--- config.mk ---
export PLATFORM = sky130hd
export DESIGN_NAME = pool1_ctrl
export DESIGN_NICKNAME = d
export VERILOG_FILES = /design/src/rtl/pool1_ctrl.sv
export SDC_FILE = /design/constraint.sdc
export NUM_CORES = 1
export LEC_CHECK = 0
export CAP_MARGIN = 10
export CORE_ASPECT_RATIO = 0.6
export CORE_MARGIN = 10
export CORE_UTILIZATION = 57
export CTS_BUF_LIST = sky130_fd_sc_hd__clkbuf_8
export CTS_CLUSTER_SIZE = 40
export DETAILED_ROUTE_END_ITERATION = 8
export GPL_ROUTABILITY_DRIVEN = 0
export PLACE_DENSITY = 0.77
export SYNTH_ARGS = -nofsm -noshare
export SYNTH_HDL_FRONTEND = slang
export SYNTH_SLANG_ARGS = --single-unit
--- constraint.sdc ---
create_clock -name clk -period 8.75 [get_ports clk]
set_clock_uncertainty 0.05 [all_clocks]
set_input_delay 1.75 -clock clk [delete_from_list [all_inputs] [get_ports clk]]
set_output_delay 1.75 -clock clk [all_outputs]
set_load 0.01 [all_outputs]
--- src/rtl/pool1_ctrl.sv ---
// Sequencer for the six-lane pool1 datapath: 2x2-window f2 read walk, shared lane clear, f3 write strobe.
// Optional synchronous abort input is enabled by defining POOL1_ABORT_EN.
module pool1_ctrl #(
  parameter int IN_W   = 28,
  parameter int OUT_W  = 14,
  parameter int F2_AW  = 10,
  parameter int F3_AW  = 8,
  parameter int RD_LAT = 1
) (
  input  logic             clk,
  input  logic             rst_n,
  input  logic             pool1_start,
  output logic             pool1_busy,
  output logic             pool1_done,
  output logic             f2_rd_en,
  output logic [F2_AW-1:0] f2_raddr,
  output logic             pool1_clr,
  output logic             f3_we,
  output logic [F3_AW-1:0] f3_waddr
`ifdef POOL1_ABORT_EN
  ,
  input  logic             pool1_abort
`endif
);

  localparam logic [1:0] S_IDLE  = 2'd0;
  localparam logic [1:0] S_RUN   = 2'd1;
  localparam logic [1:0] S_DRAIN = 2'd2;
  localparam logic [1:0] S_DONE  = 2'd3;

  localparam int unsigned PD = RD_LAT + 4;
  localparam int unsigned CW = (OUT_W > 1) ? $clog2(OUT_W) : 1;

  logic [1:0]       r_state;
  logic [1:0]       r_elem;
  logic [CW-1:0]    r_col;
  logic [CW-1:0]    r_row;
  logic [F2_AW-1:0] r_rowbase;
  logic [PD-1:0]    r_pipe;
  logic [F3_AW-1:0] r_wcnt;
  logic             r_rd_en;
  logic [F2_AW-1:0] r_raddr;
  logic             r_busy;
  logic             r_done;
  logic [F3_AW-1:0] r_waddr;

  logic [1:0]       w_elem_n;
  logic [CW-1:0]    w_col_n;
  logic [CW-1:0]    w_row_n;
  logic [F2_AW-1:0] w_rowbase_n;
  logic [F2_AW-1:0] w_raddr_n;
  logic             w_last;
  logic             w_first;
  logic             w_lastwr;
  logic             w_abort;

`ifdef POOL1_ABORT_EN
  assign w_abort = pool1_abort && (r_state == S_RUN || r_state == S_DRAIN);
`else
  assign w_abort = 1'b0;
`endif

  // Counters describe the element currently on f2_raddr; row base steps by two map rows per window row.
  always_comb begin
    w_elem_n    = r_elem + 2'd1;
    w_col_n     = r_col;
    w_row_n     = r_row;
    w_rowbase_n = r_rowbase;
    if (r_elem == 2'd3) begin
      if (r_col == CW'(OUT_W - 1)) begin
        w_col_n     = '0;
        w_row_n     = r_row + CW'(1);
        w_rowbase_n = r_rowbase + F2_AW'(2 * IN_W);
      end else begin
        w_col_n = r_col + CW'(1);
      end
    end
    w_raddr_n = w_rowbase_n + F2_AW'({w_col_n, w_elem_n[0]})
              + (w_elem_n[1] ? F2_AW'(IN_W) : '0);
  end

  assign w_last   = (r_elem == 2'd3) && (r_col == CW'(OUT_W - 1)) && (r_row == CW'(OUT_W - 1));
  assign w_first  = r_rd_en && (r_elem == 2'd0);
  assign w_lastwr = f3_we && (r_waddr == F3_AW'(OUT_W * OUT_W - 1));

  always_ff @(posedge clk or negedge rst_n) begin
    if (!rst_n) begin
      r_state   <= S_IDLE;
      r_elem    <= '0;
      r_col     <= '0;
      r_row     <= '0;
      r_rowbase <= '0;
      r_pipe    <= '0;
      r_wcnt    <= '0;
      r_rd_en   <= 1'b0;
      r_raddr   <= '0;
      r_busy    <= 1'b0;
      r_done    <= 1'b0;
      r_waddr   <= '0;
    end else begin
      r_pipe <= {r_pipe[PD-2:0], w_first};
      // Write address is presented only during the write cycle, one cycle behind the pipe tap before it.
      if (r_pipe[RD_LAT+2]) begin
        r_waddr <= r_wcnt;
        r_wcnt  <= r_wcnt + F3_AW'(1);
      end else begin
        r_waddr <= '0;
      end
      r_done <= 1'b0;
      case (r_state)
        S_IDLE: begin
          if (pool1_start) begin
            r_state   <= S_RUN;
            r_rd_en   <= 1'b1;
            r_raddr   <= '0;
            r_elem    <= '0;
            r_col     <= '0;
            r_row     <= '0;
            r_rowbase <= '0;
            r_wcnt    <= '0;
            r_busy    <= 1'b1;
          end
        end
        S_RUN: begin
          if (w_last) begin
            r_state <= S_DRAIN;
            r_rd_en <= 1'b0;
            r_raddr <= '0;
          end else begin
            r_elem    <= w_elem_n;
            r_col     <= w_col_n;
            r_row     <= w_row_n;
            r_rowbase <= w_rowbase_n;
            r_raddr   <= w_raddr_n;
          end
        end
        S_DRAIN: begin
          if (w_lastwr) begin
            r_state <= S_DONE;
            r_done  <= 1'b1;
          end
        end
        default: begin
          r_state <= S_IDLE;
          r_busy  <= 1'b0;
        end
      endcase
      if (w_abort) begin
        r_state <= S_IDLE;
        r_rd_en <= 1'b0;
        r_raddr <= '0;
        r_pipe  <= '0;
        r_waddr <= '0;
        r_busy  <= 1'b0;
        r_done  <= 1'b0;
      end
    end
  end

  assign pool1_busy = r_busy;
  assign pool1_done = r_done;
  assign f2_rd_en   = r_rd_en;
  assign f2_raddr   = r_raddr;
  assign pool1_clr  = r_pipe[RD_LAT-1];
  assign f3_we      = r_pipe[RD_LAT+3];
  assign f3_waddr   = r_waddr;

endmodule

==> impl_metrics.json, run 1 <==
{
  "ys_warn_count": 0,
  "path_clk_slew_ns": 0.10,
  "netlist_area_mm2": 0.002919,
  "num_rows": 20,
  "cts_buffers": 5,
  "diodes": 0,
  "routed_wl_mm": 5.993,
  "power_mw": 0.4020,
  "syn_inst": 285,
  "ir_drop_uv": 73.33,
  "tightest_slew_ns": 1.039,
  "leakagePower_nw": 1.416,
  "cts_tree": "built",
  "min_period_over_period": 0.4275,
  "cp-start-kind": "flip-flop",
  "r2r-end": "f2_raddr[9]",
  "gr-total-overflow": 0,
  "r2r_start": "r_elem[0]",
  "drt-wirelength-per-cell_um": 16.11,
  "maxCapViolCount": 0,
  "synthArstFlopShare": 1.000,
  "yosysMostFrequentCell": "dfrtp_1",
  "die_area_mm2": 0.008477,
  "hp-start": "r_pipe[2]",
  "arrival_ns": 3.92,
  "yosysUniqueCellTypes": 58,
  "critPathKind": "reg -> reg",
  "whs_ns": 0.3096,
  "r2r_cells": 12,
  "num_vias": 2097,
  "syn_avg_cell_area_um2": 10.24,
  "critPathMaxFanout": 11,
  "final_core_util": 0.6545,
  "viasPerCell": 5.637,
  "ys.flop_type": "dfrtp_1",
  "holdPathStages": 0,
  "hp-class": "reg -> reg",
  "dr.pass1.iters": 4,
  "dpl.hpwl_mm": 4.344,
  "synth_area_leaders": "dfrtp_1 (45%), ha_1 (6.9%), a22o_1 (3.9%)",
  "cts.sinks": 53,
  "cts_buffer_depth": 2,
  "final-hold-violation-count": 0,
  "antenna_found_initial": 0,
  "drt-initial-drc-count": 153,
  "grt_max_degree": 54,
  "rsz0062_at_grt": "false",
  "max_slew_margin": 0.3048,
  "grt_pass1_vias": 2051,
  "required_ns": 8.93,
  "grt_pass1_wl_mm": 10.20,
  "synth_edf_count": 0,
  "die_w_um": 112.4,
  "start_util": 0.5833,
  "synth_seq_area_share": 0.4544,
  "place_ws_ns": 4.971,
  "insertion_delay_ns": 0.31,
  "synth_top_area_cell": "dfrtp_1",
  "io_buffer_count": 25,
  "fin_ws_ns": 5.009,
  "drt.antenna.violating_nets": 0,
  "gr-usage-all-layers": 0.1487,
  "core_area_mm2": 0.005005,
  "die_h_um": 75.43,
  "setup-violations-final": 0,
  "cts_resized": 0,
  "period_needed_ns": 3.741,
  "htreeDepth": 2,
  "min_to": "r_pipe[3]",
  "route.detailed.drc": 0,
  "setup-tns-final_ns": 0,
  "cts_root_buf": "clkbuf_8",
  "syn2layout_area_growth_pct": 12.22,
  "max_freq_mhz": 267.3,
  "synth_commonest_cells": "dfrtp_1 (53), nand2_1 (30), o21ai_0 (21), nor2_1 (18), ha_1 (16)",
  "status": "completed",
  "power.density_mw_per_mm2": 122.7,
  "postCtsSetupBuffers": 0,
  "ios": 26,
  "ctsHoldBuffers": 0,
  "yosysTopAreaCellShare": 0.4544,
  "synth-seq-cells": 53,
  "r2r_slack_ns": 5.01,
  "cp-end-kind": "flip-flop",
  "final_nets": 327,
  "slew_violations": 0,
  "layout-drive-gt1-share": 0.07843
}
==> worst max-delay path by stage <==
stage	start	depth (start not counted)	slack, ns	end
finish	r_elem[0]	12	5.01	f2_raddr[9]
global route	r_elem[0]	12	4.75	f2_raddr[9]
CTS	r_elem[0]	12	5.02	f2_raddr[9]
detailed placement	pool1_start	6	4.97	r_rowbase[7]
global placement	pool1_start	6	5.00	r_rowbase[7]
floorplan	r_elem[0]	14	5.60	f2_raddr[9]
==> registers in the layout, indices dropped and copies added (netlist names) <==
signal and cells:
r_elem 2, r_row 4, pool1_done 1, r_wcnt 8
f2_raddr 10, r_state 2, r_col 4, f2_rd_en 1
r_pipe 5, r_rowbase 7, pool1_busy 1, f3_waddr 8
==> where the power goes <==
group	leakage, nW	switching, mW	internal [mW]
logic	0.716	0.00639	0.00280
registers	0.650	0.000232	0.245
clock network	0.0506	0.0874	0.0599
total	1.42	0.0941	0.308
==> critical path: stages (launching register included) <==
cell and delay (ns):
dfrtp_1 0.42, ha_1 0.38, nand4_2 0.37, nor2_2 0.39, nor2_1 0.07, a21oi_1 0.20, fa_1 0.45, ha_1 0.35
o21a_1 0.19, o31a_1 0.13, o2bb2a_1 0.32, a21boi_1 0.14, o211ai_1 0.17
==> area by class of cell <==
cell class / instances / area [um2]
repair buffers: 26 / 252.7
well taps: 66 / 82.58
fillers: 412 / 1729
flip-flops and latches: 53 / 1326
inverters: 12 / 45.04
clock buffers: 5 / 68.82
clock inverters: 3 / 28.78
multi-input cells: 207 / 1471
==> placed cells by master, fill, tap and decap left out, types with 9 or more instances in the layout <==
master	n
nand3_1	9
nor2_1	18
nand2_1	30
clkdlybuf4s50_1	24
o21ai_0	21
and2_1	10
inv_1	12
ha_1	16
dfrtp_1	53
a22o_1	13
==> metrics by stage <==
| stage | instance area (um2) | cells |
|---|---|---|
| 2_1_floorplan | 2923 | 286 |
| 3_3_place_gp | 3178 | 364 |
| 3_5_place_dp | 3178 | 364 |
| 4_1_cts | 3276 | 372 |
| 5_1_grt | 3276 | 372 |
| 6_report | 3276 | 372 |
==> logic make-up after synthesis <==
family | share of synthesized area
AND/OR/NAND/NOR | 0.1766
AO/OA/AOI/OAI | 0.1732
flip-flops | 0.4543
buffers and inverters | 0.04286
adder cells (fa/ha/maj) | 0.08916
XOR/XNOR | 0.04201
multiplexers | 0.01929
other | 0.002573
==> metal layers <==
metal | vias to the layer above | global-route usage | part of all wire
li1 | 1041 | - | -
met3 | 6 | 0.05503 | 0.060
met5 | - | 0 | 0
met2 | 43 | 0.2201 | 0.42
met4 | 0 | 0.03361 | 0.0080
met1 | 1007 | 0.2028 | 0.52
Power figures use the tool's default switching activity.
==> run 2, diff against run 1 <==
- clock period: 8.75 -> 3.6 ns (I/O delays scaled with it)
==> impl_metrics.json, run 2 (synthesis gave the netlist of run 1 again) <==
{
  "dpl.hpwl_mm": 4.596,
  "antenna_found_initial": 0,
  "nFillCells": 401,
  "required_ns": 3.78,
  "dr.pass1.iters": 4,
  "gr-total-overflow": 0,
  "start_util": 0.5833,
  "cp-end-kind": "flip-flop",
  "cts_root_buf": "clkbuf_8",
  "die_area_mm2": 0.008477,
  "power.density_mw_per_mm2": 308.8,
  "hp-class": "reg -> reg",
  "max_freq_mhz": 296.7,
  "leakagePower_nw": 1.444,
  "mostFrequentLayoutCells": "dfrtp_1 (53), nand2_1 (30), clkdlybuf4s50_1 (24), o21ai_0 (21), nor2_1 (18)",
  "cts_buffer_depth": 2,
  "diodes": 0,
  "arrival_ns": 3.55,
  "insertion_delay_ns": 0.31,
  "drt-initial-drc-count": 103,
  "ios": 26,
  "grt_pass1_wl_mm": 10.42,
  "final_common_cell": "dfrtp_1",
  "max_slew_margin": 0.4288,
  "critPathKind": "reg -> reg",
  "drt-wirelength-per-cell_um": 16.29,
  "core_area_mm2": 0.005005,
  "period_needed_ns": 3.370,
  "postCtsSetupBuffers": 0,
  "grt_max_degree": 31,
  "cts_tree": "built",
  "layout-drive-gt1-share": 0.08710,
  "die_h_um": 75.43,
  "final_nets": 331,
  "final_core_util": 0.6633,
  "syn2layout_area_growth_pct": 13.72,
  "ctsHoldBuffers": 0,
  "viasPerCell": 5.707,
  "cts_resized": 0,
  "drt.antenna.violating_nets": 0,
  "cts_buffers": 5,
  "cts.sinks": 53,
  "path_clk_slew_ns": 0.10,
  "setup-tns-final_ns": 0,
  "setup-violations-final": 0,
  "htreeDepth": 2,
  "num_rows": 20,
  "cp-start-kind": "flip-flop",
  "io_buffer_count": 25,
  "ir_drop_uv": 196.2,
  "maxCapViolCount": 0,
  "slew_violations": 0,
  "final-hold-violation-count": 0,
  "rsz0062_at_grt": "false",
  "tightest_slew_ns": 0.8554,
  "critPathMaxFanout": 9,
  "num_vias": 2146,
  "route.detailed.drc": 0,
  "status": "completed",
  "routed_wl_mm": 6.126,
  "largest_reg_flops": 10,
  "min_period_over_period": 0.9362,
  "grt_pass1_vias": 2119,
  "die_w_um": 112.4,
  "gr-usage-all-layers": 0.1514
}
==> run 2: cell count changes in the layout (fill, tap and decap cells not counted), sizes merged <==
cell / change
buf: +4
bufinv: +1
inv: -1
==> run 2: worst paths after layout <==
| kind | startpoint | endpoint | slack, ns | cells after the start |
|---|---|---|---|---|
| max in group asynchronous | rst_n | f2_raddr[0] | 2.33 | 2 |
| min in group asynchronous | rst_n | r_row[3] | 0.39 | 1 |
| worst max register to register | r_elem[0] | f2_raddr[9] | 0.23 | 12 |
| worst max-delay path | r_elem[0] | f2_raddr[9] | 0.23 | 12 |
| worst min register to register | r_pipe[1] | r_pipe[2] | 0.32 | 0 |
| worst min-delay path | r_pipe[1] | r_pipe[2] | 0.32 | 0 |
==> run 2: worst max-delay path, cell delays in order (launching register included) <==
cell and delay, ns:
dfrtp_1 0.41, ha_1 0.37, nand4_2 0.17, nor2_2 0.21, nor2_1 0.06, a21oi_1 0.20, fa_1 0.46, ha_1 0.35
o21a_1 0.19, o31a_1 0.14, o2bb2a_1 0.35, a21boi_1 0.14, o211ai_1 0.18
==> run 2: layer usage <==
metal	track usage	wire (um)	share of wire	vias up
li1	-	-	-	1050
met1	0.2095	2996	0.49	1045
met2	0.2271	2682	0.44	46
met3	0.05031	416	0.068	5
met4	0.02941	31	0.0051	0
met5	0	0	0	-
==> run 2: where the power goes <==
group | internal [mW] | switching [mW]
Sequential | 0.596 | 0.000522
Clock | 0.206 | 0.200
Combinational | 0.00676 | 0.0158
Total | 0.809 | 0.216
==> run 2: per-stage QoR <==
stage	setup slack, ns	total power [mW]	std cells	instance area (um2)	hold WS, ns
floorplan	0.4543	0.6138	286	2923	0.2812
global placement	0.4812	0.6313	368	3208	0.2824
detailed placement	0.2782	0.6314	368	3208	0.3069
CTS	0.2346	1.030	376	3319	0.3281
global route	0.02104	1.060	376	3319	0.3270
finish	0.2297	1.025	376	3319	0.3229
==> run 2: layout make-up <==
class / instances / area (um2) / area share
clock buffer: 5 / 68.82 / 0.02073
inverter: 12 / 45.04 / 0.01357
clock inverter: 3 / 42.54 / 0.01282
timing repair buffer: 30 / 282.8 / 0.08519
sequential: 53 / 1326 / 0.3995
tap: 66 / 82.58 / 0.02488
multi-input combinational: 207 / 1471 / 0.4433
==> run 3, diff against run 2 <==
- PLACE_DENSITY: 0.77 -> 0.79
==> impl_metrics.json, run 3 (synthesis gave the netlist of run 1 again) <==
{
  "min_period_over_period": 0.9325,
  "arrival_ns": 3.55,
  "syn2layout_area_growth_pct": 12.90,
  "nFillCells": 404,
  "critPathKind": "reg -> reg",
  "rsz0062_at_grt": "false",
  "grt_max_degree": 37,
  "cts_root_buf": "clkbuf_8",
  "crit_chain": "ha_1, nand4_2, nor2_2, nor2_1, a21oi_1, fa_1, ha_1, o21a_1, o31a_1, o2bb2a_1, a21boi_1, o211ai_1",
  "routed_wl_mm": 6.090,
  "regArea_mm2": 0.001326,
  "hp-class": "in -> async",
  "ir_drop_uv": 203.7,
  "setup-tns-final_ns": 0,
  "cts.sinks": 53,
  "largest_reg_flops": 10,
  "critPathMaxFanout": 9,
  "cts_buffers": 5,
  "postCtsSetupBuffers": 0,
  "r2r-end": "f2_raddr[9]",
  "cts_buffer_depth": 2,
  "final-hold-violation-count": 0,
  "final_nets": 330,
  "required_ns": 3.79,
  "io_buffer_count": 25,
  "maxCapViolCount": 0,
  "route.detailed.drc": 0,
  "drt-initial-drc-count": 168,
  "tightest_slew_ns": 0.9331,
  "mostFrequentLayoutCells": "dfrtp_1 (53), nand2_1 (30), clkdlybuf4s50_1 (24), o21ai_0 (21), nor2_1 (18)",
  "multi_input_area_mm2": 0.001471,
  "max_freq_mhz": 297.9,
  "setup-violations-final": 0,
  "die_area_mm2": 0.008477,
  "cts_tree": "built",
  "cp-end-kind": "flip-flop",
  "final_core_util": 0.6585,
  "start_util": 0.5833,
  "ctsHoldBuffers": 0,
  "gr-usage-all-layers": 0.1490,
  "gr-total-overflow": 0,
  "die_h_um": 75.43,
  "dr.pass1.iters": 4,
  "dpl.hpwl_mm": 4.514,
  "antenna_found_initial": 0,
  "diodes": 0,
  "power.density_mw_per_mm2": 297.8,
  "die_w_um": 112.4,
  "leakagePower_nw": 1.428,
  "cp-start-kind": "flip-flop",
  "r2r_slack_ns": 0.24,
  "layout-drive-gt1-share": 0.08738,
  "grt_pass1_wl_mm": 10.34,
  "drt.antenna.violating_nets": 0,
  "grt_pass1_vias": 2122,
  "num_rows": 20,
  "cpMostUsedCell": "ha_1",
  "max_slew_margin": 0.3769,
  "critPathSlowestCell": "fa_1",
  "insertion_delay_ns": 0.31,
  "period_needed_ns": 3.357,
  "slew_violations": 0,
  "drt-wirelength-per-cell_um": 16.24,
  "status": "completed",
  "path_clk_slew_ns": 0.11,
  "ios": 26,
  "htreeDepth": 2,
  "core_area_mm2": 0.005005,
  "r2r_start": "r_elem[0]",
  "final_common_cell": "dfrtp_1",
  "cts_resized": 0,
  "viasPerCell": 5.824,
  "slowest_delay_ns": 0.47,
  "r2r_cells": 12,
  "num_vias": 2184
}
==> run 3: metrics by stage <==
step	hold WS, ns	total power [mW]	worst slack, ns	area, um2	instances
finish	0.2794	0.9816	0.2431	3296	375
detailed placement	0.2856	0.6319	0.3130	3201	367
global placement	0.2838	0.6316	0.4862	3201	367
global route	0.2971	1.013	0.01639	3296	375
CTS	0.2913	0.9862	0.2667	3296	375
floorplan	0.2812	0.6138	0.4543	2923	286
==> run 3: worst max-delay path, delay by kind of cell, from the launching register on <==
kind | cells | cell delay, ns
AO/OA/AOI/OAI | 6 | 1.20
adder cells (fa/ha/maj) | 3 | 1.20
flip-flops | 1 | 0.42
AND/OR/NAND/NOR | 3 | 0.42
==> run 3: layout make-up <==
cell class                 count  area share
multi-input combinational    207      0.4465
sequential                    53      0.4024
timing repair buffer          29     0.08352
tap                           66     0.02506
clock buffer                   5     0.02088
inverter                      12     0.01367
clock inverter                 3    0.007973
==> run 3: worst max-delay path by stage <==
stage | endpoint | from | slack (ns)
after detailed placement | f2_raddr[9] | r_elem[0] | 0.31
after global routing | f2_raddr[9] | r_elem[0] | 0.02
after global placement | f2_raddr[9] | r_elem[0] | 0.49
after floorplan | f2_raddr[9] | r_elem[0] | 0.45
after CTS | f2_raddr[9] | r_elem[0] | 0.27
final | f2_raddr[9] | r_elem[0] | 0.24
==> run 3: routing by layer <==
| layer | routed length (um) | share of wire | vias up | track usage |
|---|---|---|---|---|
| met5 | 0 | 0 | - | 0 |
| met4 | 70 | 0.011 | 0 | 0.04062 |
| met3 | 462 | 0.076 | 8 | 0.04009 |
| met2 | 2557 | 0.42 | 61 | 0.2220 |
| met1 | 2999 | 0.49 | 1068 | 0.2089 |
| li1 | - | - | 1047 | - |
==> run 3: where the power goes <==
group / switching [mW] / internal, mW / total, mW
clock: 0.220 / 0.142 / 0.362
sequential: 0.000609 / 0.596 / 0.597
combinational: 0.0159 / 0.00683 / 0.0227
total: 0.236 / 0.745 / 0.982
